<file path="src/rtl/hazard_ctrl.sv">
// Pipeline hazard control for the 5-stage RV32I core: load-use stalls, EX branch flushes, dmem waits.
// Enables/flush are combinational from state+inputs; optional perf counters under `ifdef PERF_CNT_EN.
module hazard_ctrl #(
   parameter int LOAD_STALL_CYC = 1,
   parameter int CNT_W          = 32
) (
   input  logic             clk,
   input  logic             rst,
   input  logic [6:0]       id_op,
   input  logic [4:0]       id_rs1,
   input  logic [4:0]       id_rs2,
   input  logic [6:0]       idex_op,
   input  logic [4:0]       idex_rd,
   input  logic             ex_take,
   input  logic             dmem_busy,
   output logic             ena_pc,
   output logic             pc_sel,
   output logic             ena_ifid,
   output logic             flush_ifid,
   output logic             ena_idex,
   output logic             bubble_idex,
   output logic [CNT_W-1:0] stall_cnt,
   output logic [CNT_W-1:0] flush_cnt
);

   localparam logic [6:0] OP_LOAD   = 7'b0000011;
   localparam logic [6:0] OP_OP     = 7'b0110011;
   localparam logic [6:0] OP_OPIMM  = 7'b0010011;
   localparam logic [6:0] OP_STORE  = 7'b0100011;
   localparam logic [6:0] OP_BRANCH = 7'b1100011;
   localparam logic [6:0] OP_JALR   = 7'b1100111;
   localparam logic [2:0] LU_INIT   = 3'(LOAD_STALL_CYC - 1);

   typedef enum logic [1:0] {RUN, LU_STALL, MEM_WAIT} state_t;

   state_t     state_q, state_d;
   state_t     saved_q, saved_d;
   logic [2:0] lu_cnt_q, lu_cnt_d;
   state_t     eff_st;

   logic uses_rs1, uses_rs2, hu;
   logic ena_pc_c, pc_sel_c, ena_ifid_c, flush_c, ena_idex_c, bubble_c;

   assign uses_rs1 = (id_op == OP_OP) || (id_op == OP_OPIMM) || (id_op == OP_LOAD) ||
                     (id_op == OP_STORE) || (id_op == OP_BRANCH) || (id_op == OP_JALR);
   assign uses_rs2 = (id_op == OP_OP) || (id_op == OP_STORE) || (id_op == OP_BRANCH);
   assign hu = (idex_op == OP_LOAD) && (idex_rd != 5'd0) &&
               (((idex_rd == id_rs1) && uses_rs1) || ((idex_rd == id_rs2) && uses_rs2));

   // MEM_WAIT is only a hold: once busy drops, act as the state it interrupted.
   assign eff_st = (state_q == MEM_WAIT) ? saved_q : state_q;

   always_comb begin
      ena_pc_c   = 1'b0;
      pc_sel_c   = 1'b0;
      ena_ifid_c = 1'b0;
      flush_c    = 1'b0;
      ena_idex_c = 1'b0;
      bubble_c   = 1'b0;
      state_d    = state_q;
      saved_d    = saved_q;
      lu_cnt_d   = lu_cnt_q;
      if (dmem_busy) begin
         state_d = MEM_WAIT;
         if (state_q != MEM_WAIT) saved_d = state_q;
      end else if (ex_take) begin
         ena_pc_c   = 1'b1;
         pc_sel_c   = 1'b1;
         ena_ifid_c = 1'b1;
         flush_c    = 1'b1;
         ena_idex_c = 1'b1;
         bubble_c   = 1'b1;
         state_d    = RUN;
         lu_cnt_d   = 3'd0;
      end else if (eff_st == LU_STALL) begin
         ena_idex_c = 1'b1;
         bubble_c   = 1'b1;
         lu_cnt_d   = lu_cnt_q - 3'd1;
         state_d    = (lu_cnt_q == 3'd1) ? RUN : LU_STALL;
      end else if (hu) begin
         ena_idex_c = 1'b1;
         bubble_c   = 1'b1;
         if (LOAD_STALL_CYC > 1) begin
            state_d  = LU_STALL;
            lu_cnt_d = LU_INIT;
         end else begin
            state_d  = RUN;
         end
      end else begin
         ena_pc_c   = 1'b1;
         ena_ifid_c = 1'b1;
         ena_idex_c = 1'b1;
         state_d    = RUN;
      end
   end

   always_ff @(posedge clk or posedge rst) begin
      if (rst) begin
         state_q  <= RUN;
         saved_q  <= RUN;
         lu_cnt_q <= 3'd0;
      end else begin
         state_q  <= state_d;
         saved_q  <= saved_d;
         lu_cnt_q <= lu_cnt_d;
      end
   end

   assign ena_pc      = !rst && ena_pc_c;
   assign pc_sel      = !rst && pc_sel_c;
   assign ena_ifid    = !rst && ena_ifid_c;
   assign flush_ifid  = !rst && flush_c;
   assign ena_idex    = !rst && ena_idex_c;
   assign bubble_idex = !rst && bubble_c;

`ifdef PERF_CNT_EN
   logic [CNT_W-1:0] stall_cnt_q, flush_cnt_q;

   always_ff @(posedge clk or posedge rst) begin
      if (rst) begin
         stall_cnt_q <= '0;
         flush_cnt_q <= '0;
      end else begin
         if (!ena_pc_c) stall_cnt_q <= stall_cnt_q + 1'b1;
         if (flush_c)   flush_cnt_q <= flush_cnt_q + 1'b1;
      end
   end

   assign stall_cnt = stall_cnt_q;
   assign flush_cnt = flush_cnt_q;
`else
   assign stall_cnt = '0;
   assign flush_cnt = '0;
`endif

endmodule

</file>
<file path="config.mk">
export PLATFORM = sky130hd
export DESIGN_NAME = hazard_ctrl
export DESIGN_NICKNAME = d
export VERILOG_FILES = /design/src/rtl/hazard_ctrl.sv
export SDC_FILE = /design/constraint.sdc
export NUM_CORES = 1
export LEC_CHECK = 0
export CORE_MARGIN = 2
export CORE_UTILIZATION = 30
export CTS_CLUSTER_DIAMETER = 120
export DETAILED_ROUTE_END_ITERATION = 7
export MAX_ROUTING_LAYER = met4
export PLACE_DENSITY = 0.86
export SLEW_MARGIN = 5
export SYNTH_ARGS = -nofsm -noshare
export SYNTH_HDL_FRONTEND = slang
export SYNTH_SLANG_ARGS = --single-unit
</file>
<file path="constraint.sdc">
create_clock -name clk -period 2.2 [get_ports clk]
set_input_delay 0.44 -clock clk [delete_from_list [all_inputs] [get_ports clk]]
set_output_delay 0.44 -clock clk [all_outputs]
set_load 0.02 [all_outputs]
</file>
==> results.toml, run 1 <==
[worst_setup_path]
path_class = "in -> out"
cp-end-kind = "output pin"
arrival_ns = 1.79
startpoint_type = "input pin"
worstPathRequired_ns = 1.76
crit_fanout = 2

[sta]
setup_tns_ns = -0.0295
hold_viol = 0
tightest_slew_ns = 0.503
finalSetupViolCount = 1
fin_skew_ns = 0.00775
fmax_mhz = 449
rsz0062_at_grt = "true"
setup_ws_ns = -0.0295
drv_slew = 0
fin_crit_ns = 2.23
slew_headroom_pct = 66.0
post-route-period-util_pct = 101

[cells_and_area]
final_common_cell = "conb_1"
area_growth_pct = 32.0
drive_above_1_share_pct = 19.1
nFillCells = 359
nNetsFinal = 219
most-common-layout-cells = "64 x conb_1, 16 x clkdlybuf4s50_1, 15 x buf_4, 10 x xnor2_1"
diodes = 0
post-route-util_pct = 41.4

[worst_hold_path]
hp-class = "in -> async"

[power_and_ir_drop]
p_per_area_nw_per_um2 = 346
cellLeakagePower_uw = 0.000724
irDropWorstVdd_uv = 149

[die]
rows = 21
ioPinCount = 103
start_util_pct = 31.4
coreArea_um2 = 3360
die-area_um2 = 4010
die_y_um = 63.3
die_w_um = 63.3

[place]
io_buffers = 38
place_congestion = 0.787
hpwl_um = 1890

[yosys]
yosys.area.top_type_share_pct = 47.0
synth.distinct_cells = 29
synth_top_area_cell = "buf_4"
netlist_instances = 133
synth-async-reset-ratio_pct = 100
synth-seq-cells = 7
avgSynthCellArea_um2 = 7.93
synth.top_cells.by_area = "buf_4 47%, dfrtp_1 17%, xnor2_1 8.3%"
synth_ff_type = "dfrtp_1"
synth_edf_count = 0
yosysWarnings = 0
yosysSeqAreaShare_pct = 16.6
syn_area_um2 = 1050

[clocking]
cts-htree-levels = 1
cts_buffer_depth = 2
cts.sinks = 7
numCtsBuffers = 3
clk_latency_ns = 0.25
cts_tree = "done"
root_buffer = "clkbuf_4"
clk_pin_slew_ns = 0.06

[grt]
grt_max_degree = 10
grt_remaining_overflow = 0
antenna_found_initial = 0
grt_pass1_vias = 769
grt_pass1_wl_um = 3260
gr-usage-all-layers_pct = 10.8

[routing]
ant_nets = 0
vias_per_cell = 3.82
wl_per_cell_um = 9.65
dr.pass1.iters = 4
vias = 874
wirelength_um = 2210
drc = 0
drt_iter0_drc = 9

[run_status]
status = "finished with violations"
violations = "negative setup slack"

[job]
drv_cap = 0
-- critical path, cell delays in order --
cell	delay, ns
clkdlybuf4s50_1	0.43
or2_4	0.27
nor4_2	0.31
o2bb2ai_1	0.17
buf_4	0.17
-- metal layers --
layer / global-route usage, % / share of wire [%] / routed length, um / up-vias
met5: - / 0 / 0 / -
met4: 3.26 / 0.95 / 21 / 0
met1: 11.1 / 35 / 773 / 396
met3: 3.04 / 10 / 232 / 6
met2: 19.9 / 54 / 1180 / 72
li1: - / - / - / 400
-- what timing repair did --
| item | in CTS | in global routing |
|---|---|---|
| buffers inserted | 0 | 1 |
| hold buffers | 0 | 0 |
| gates resized for setup | 47 | 16 |
| hold endpoints to repair | 0 | 0 |
| pin swaps | 8 | 8 |
| endpoints found under the setup margin | 6 | 5 |
-- cell usage after synthesis, types with 2 or more instances --
cell      instances
a21oi_1           4
buf_4            66
dfrtp_1           7
ha_1              2
inv_1             8
nand2_1           4
nor2_1            2
nor2b_1           2
nor4_1            2
nor4bb_1          2
o21ai_0           4
o21ai_1           2
o22ai_1           2
or2_1             2
xnor2_1          10
-- flip-flops by register name, summed over array words and instances, names as in the netlist --
register,count
lu_cnt_q,3
state_q,2
saved_q,2
-- kinds of logic after synthesis --
family	count (synthesis)	synth area share [%]
flops	7	16.6
buf+inv	75	50.2
xor+xnor	10	8.30
compound gates	15	8.42
other cells	1	0.356
fa+ha+maj	2	2.37
simple gates	23	13.8
-- metrics by stage --
| step | worst slack, ns | std cells | total power [uW] | instance area [um^2] | hold slack (ns) |
|---|---|---|---|---|---|
| global route | -0.114 | 229 | 514 | 1390 | 0.460 |
| finish | -0.0295 | 229 | 481 | 1390 | 0.439 |
| global placement | -0.773 | 224 | 362 | 1320 | 0.479 |
| floorplan | -0.0303 | 196 | 360 | 1300 | 0.243 |
| CTS | -0.0359 | 228 | 479 | 1340 | 0.430 |
| detailed placement | -0.792 | 224 | 364 | 1320 | 0.481 |
-- final timing paths --
path	startpoint	endpoint	slack (ns)	depth (start not counted)
max	dmem_busy	bubble_idex	-0.03	5
min	rst	lu_cnt_q[0]	0.44	2
max reg2reg	state_q[0]	lu_cnt_q[0]	0.65	5
min reg2reg	saved_q[0]	saved_q[0]	0.50	1
max in group asynchronous	rst	state_q[1]	1.55	2
min in group clk	saved_q[0]	saved_q[0]	0.50	1
-- area by class of cell --
type | instances | area (um^2) | share of cell area (%)
multi-input combinational | 114 | 662 | 47.5
timing repair buffer | 50 | 442 | 31.7
sequential | 7 | 175 | 12.6
tap | 46 | 57.6 | 4.13
inverter | 8 | 30.0 | 2.16
clock buffer | 4 | 26.3 | 1.89
-- where the power goes --
part / internal, uW / switching, uW / leakage [uW]
Clock: 69.3 / 48.2 / 0.0000150
Sequential: 130 / 0.684 / 0.0000955
Combinational: 83.3 / 150 / 0.000613
Total: 282 / 199 / 0.000724
Note: power is estimated with default switching activity, not from simulation.
==> inputs of run 2 (changes only) <==
--- a/config.mk
+++ b/config.mk
@@ -9,8 +9,9 @@
 export CORE_UTILIZATION = 30
 export CTS_CLUSTER_DIAMETER = 120
 export DETAILED_ROUTE_END_ITERATION = 7
+export GPL_ROUTABILITY_DRIVEN = 0
 export MAX_ROUTING_LAYER = met4
-export PLACE_DENSITY = 0.86
+export PLACE_DENSITY = 0.91
 export SLEW_MARGIN = 5
 export SYNTH_ARGS = -nofsm -noshare
 export SYNTH_HDL_FRONTEND = slang
==> constraint.sdc (replaced) <==
create_clock -name clk -period 2.2 [get_ports clk]
set_input_delay 0.22 -clock clk [delete_from_list [all_inputs] [get_ports clk]]
set_output_delay 0.22 -clock clk [all_outputs]
set_load 0.02 [all_outputs]
==> run 2 against run 1 <==
  * The run now ends clean
  * Register-to-register slack improved by 0.06 ns
  * Critical endpoint is now ena_pc
  * Core utilization shrank 1.9 points
  * First-iteration DRC count did not move
  * Via count is 3.5% lower
  * Sequential share of layout area grew 0.62 points
==> results.toml, run 2 (synthesis results as in run 1) <==
[worst_hold_path]
hp-class = "in -> async"

[sta]
setup_tns_ns = 0
post-route-period-util_pct = 96.0
drv_slew = 0
tightest_slew_ns = 0.525
fmax_mhz = 474
finalSetupViolCount = 0
setup_ws_ns = 0.0889
slew_headroom_pct = 64.5
rsz0062_at_grt = "false"
fin_crit_ns = 2.11
hold_viol = 0
fin_skew_ns = 0.00434

[cells_and_area]
nFillCells = 361
most-common-layout-cells = "64 x conb_1, 35 x clkdlybuf4s50_1, 10 x xnor2_1, 9 x buf_4, 8 x inv_1"
final-seq-area_um2 = 175
post-route-util_pct = 39.5
diodes = 0
area_growth_pct = 25.9
largest-register = "lu_cnt_q"
drive_above_1_share_pct = 11.1
final_common_cell = "conb_1"
nNetsFinal = 216
largest_register_ffs = 3
reg_top3 = "lu_cnt_q: 3 flops, saved_q: 2 flops, state_q: 2 flops"
multiInputGateArea_um2 = 606

[die]
ioPinCount = 103
die_w_um = 63.3
die-area_um2 = 4010
coreArea_um2 = 3360
die_y_um = 63.3
start_util_pct = 31.4
rows = 21

[clocking]
clk_latency_ns = 0.25
clk_pin_slew_ns = 0.05
cts-htree-levels = 1
numCtsBuffers = 3
cts.sinks = 7
cts_buffer_depth = 2
cts_tree = "done"
root_buffer = "clkbuf_4"

[worst_setup_path]
cp-end-kind = "output pin"
path_class = "in -> out"
startpoint_type = "input pin"
cpPeakStageDelay_ns = 0.54
arrival_ns = 1.89
crit_fanout = 2
worstPathCellList = "clkdlybuf4s50_1, or4_4, nor2_2, nor4_2, a221oi_2, buf_2"
worstPathRequired_ns = 1.98
cp_slowest_cell = "or4_4"

[power_and_ir_drop]
irDropWorstVdd_uv = 164
p_per_area_nw_per_um2 = 358
power.total_uw = 475
cellLeakagePower_uw = 0.000643

[routing]
dr.pass1.iters = 4
wirelength_um = 2010
wl_per_cell_um = 8.90
vias_per_cell = 3.73
drc = 0
drt_iter0_drc = 9
vias = 843
ant_nets = 0

[grt]
grt_pass1_wl_um = 3030
grt_max_degree = 10
grt_pass1_vias = 760
gr-usage-all-layers_pct = 9.95
grt_remaining_overflow = 0
antenna_found_initial = 0

[place]
io_buffers = 38
pre_cts_ws_ns = -0.469
hpwl_um = 1860

[job]
drv_cap = 0

[run_status]
status = "complete, no violations"
[run 2: routing by layer]
layer  vias up  share of wire, %  track usage, %
met1       372                29            8.53
met4         0               2.2            5.71
met5         -                 0               -
li1        398                 -               -
met2        68                57            19.9
met3         5                12            1.61
[run 2: layout make-up]
class | instances | area share (%)
Clock buffer | 4 | 1.98
Timing Repair Buffer | 47 | 32.6
Multi-Input combinational cell | 114 | 45.6
Tap cell | 46 | 4.34
Inverter | 8 | 2.26
Sequential cell | 7 | 13.2
[run 2: power by group]
group          internal [uW]  switching (uW)  total [uW]  leakage, uW
Sequential               130           0.720         131    0.0000955
Clock                   69.1            45.7         115    0.0000150
Combinational           86.0             144         230     0.000532
Total                    285             190         475     0.000643
[run 2: worst max-delay path: cells and delay by family]
kind | cells | cell delay (ns)
AOI/OAI and AO/OA | 1 | 0.26
buffers and inverters | 2 | 0.65
and+or+nand+nor | 3 | 0.76
[run 2: timing repair]
item                       CTS  global route
buffers inserted             0             0
pin swaps                    1             0
setup endpoints to repair    3             3
resized for setup           11             5
hold buffers                 0             0
[run 2: worst paths after layout]
kind | start | endpoint | slack (ns) | depth (start not counted)
worst max-delay path | idex_rd[1] | ena_pc | 0.09 | 6
worst min-delay path | rst | saved_q[1] | 0.23 | 2
worst max register to register | state_q[0] | lu_cnt_q[0] | 0.71 | 4
worst min register to register | saved_q[0] | saved_q[0] | 0.49 | 1
max in group asynchronous | rst | lu_cnt_q[0] | 1.76 | 2
min in group clk | saved_q[0] | saved_q[0] | 0.49 | 1
[run 2: through the flow]
stage	hold slack [ns]	area, um^2	std cells
finish	0.230	1330	226
global route	0.262	1330	226
CTS	0.240	1310	226
detailed placement	0.484	1300	222
global placement	0.481	1300	222
floorplan	0.0234	1290	196
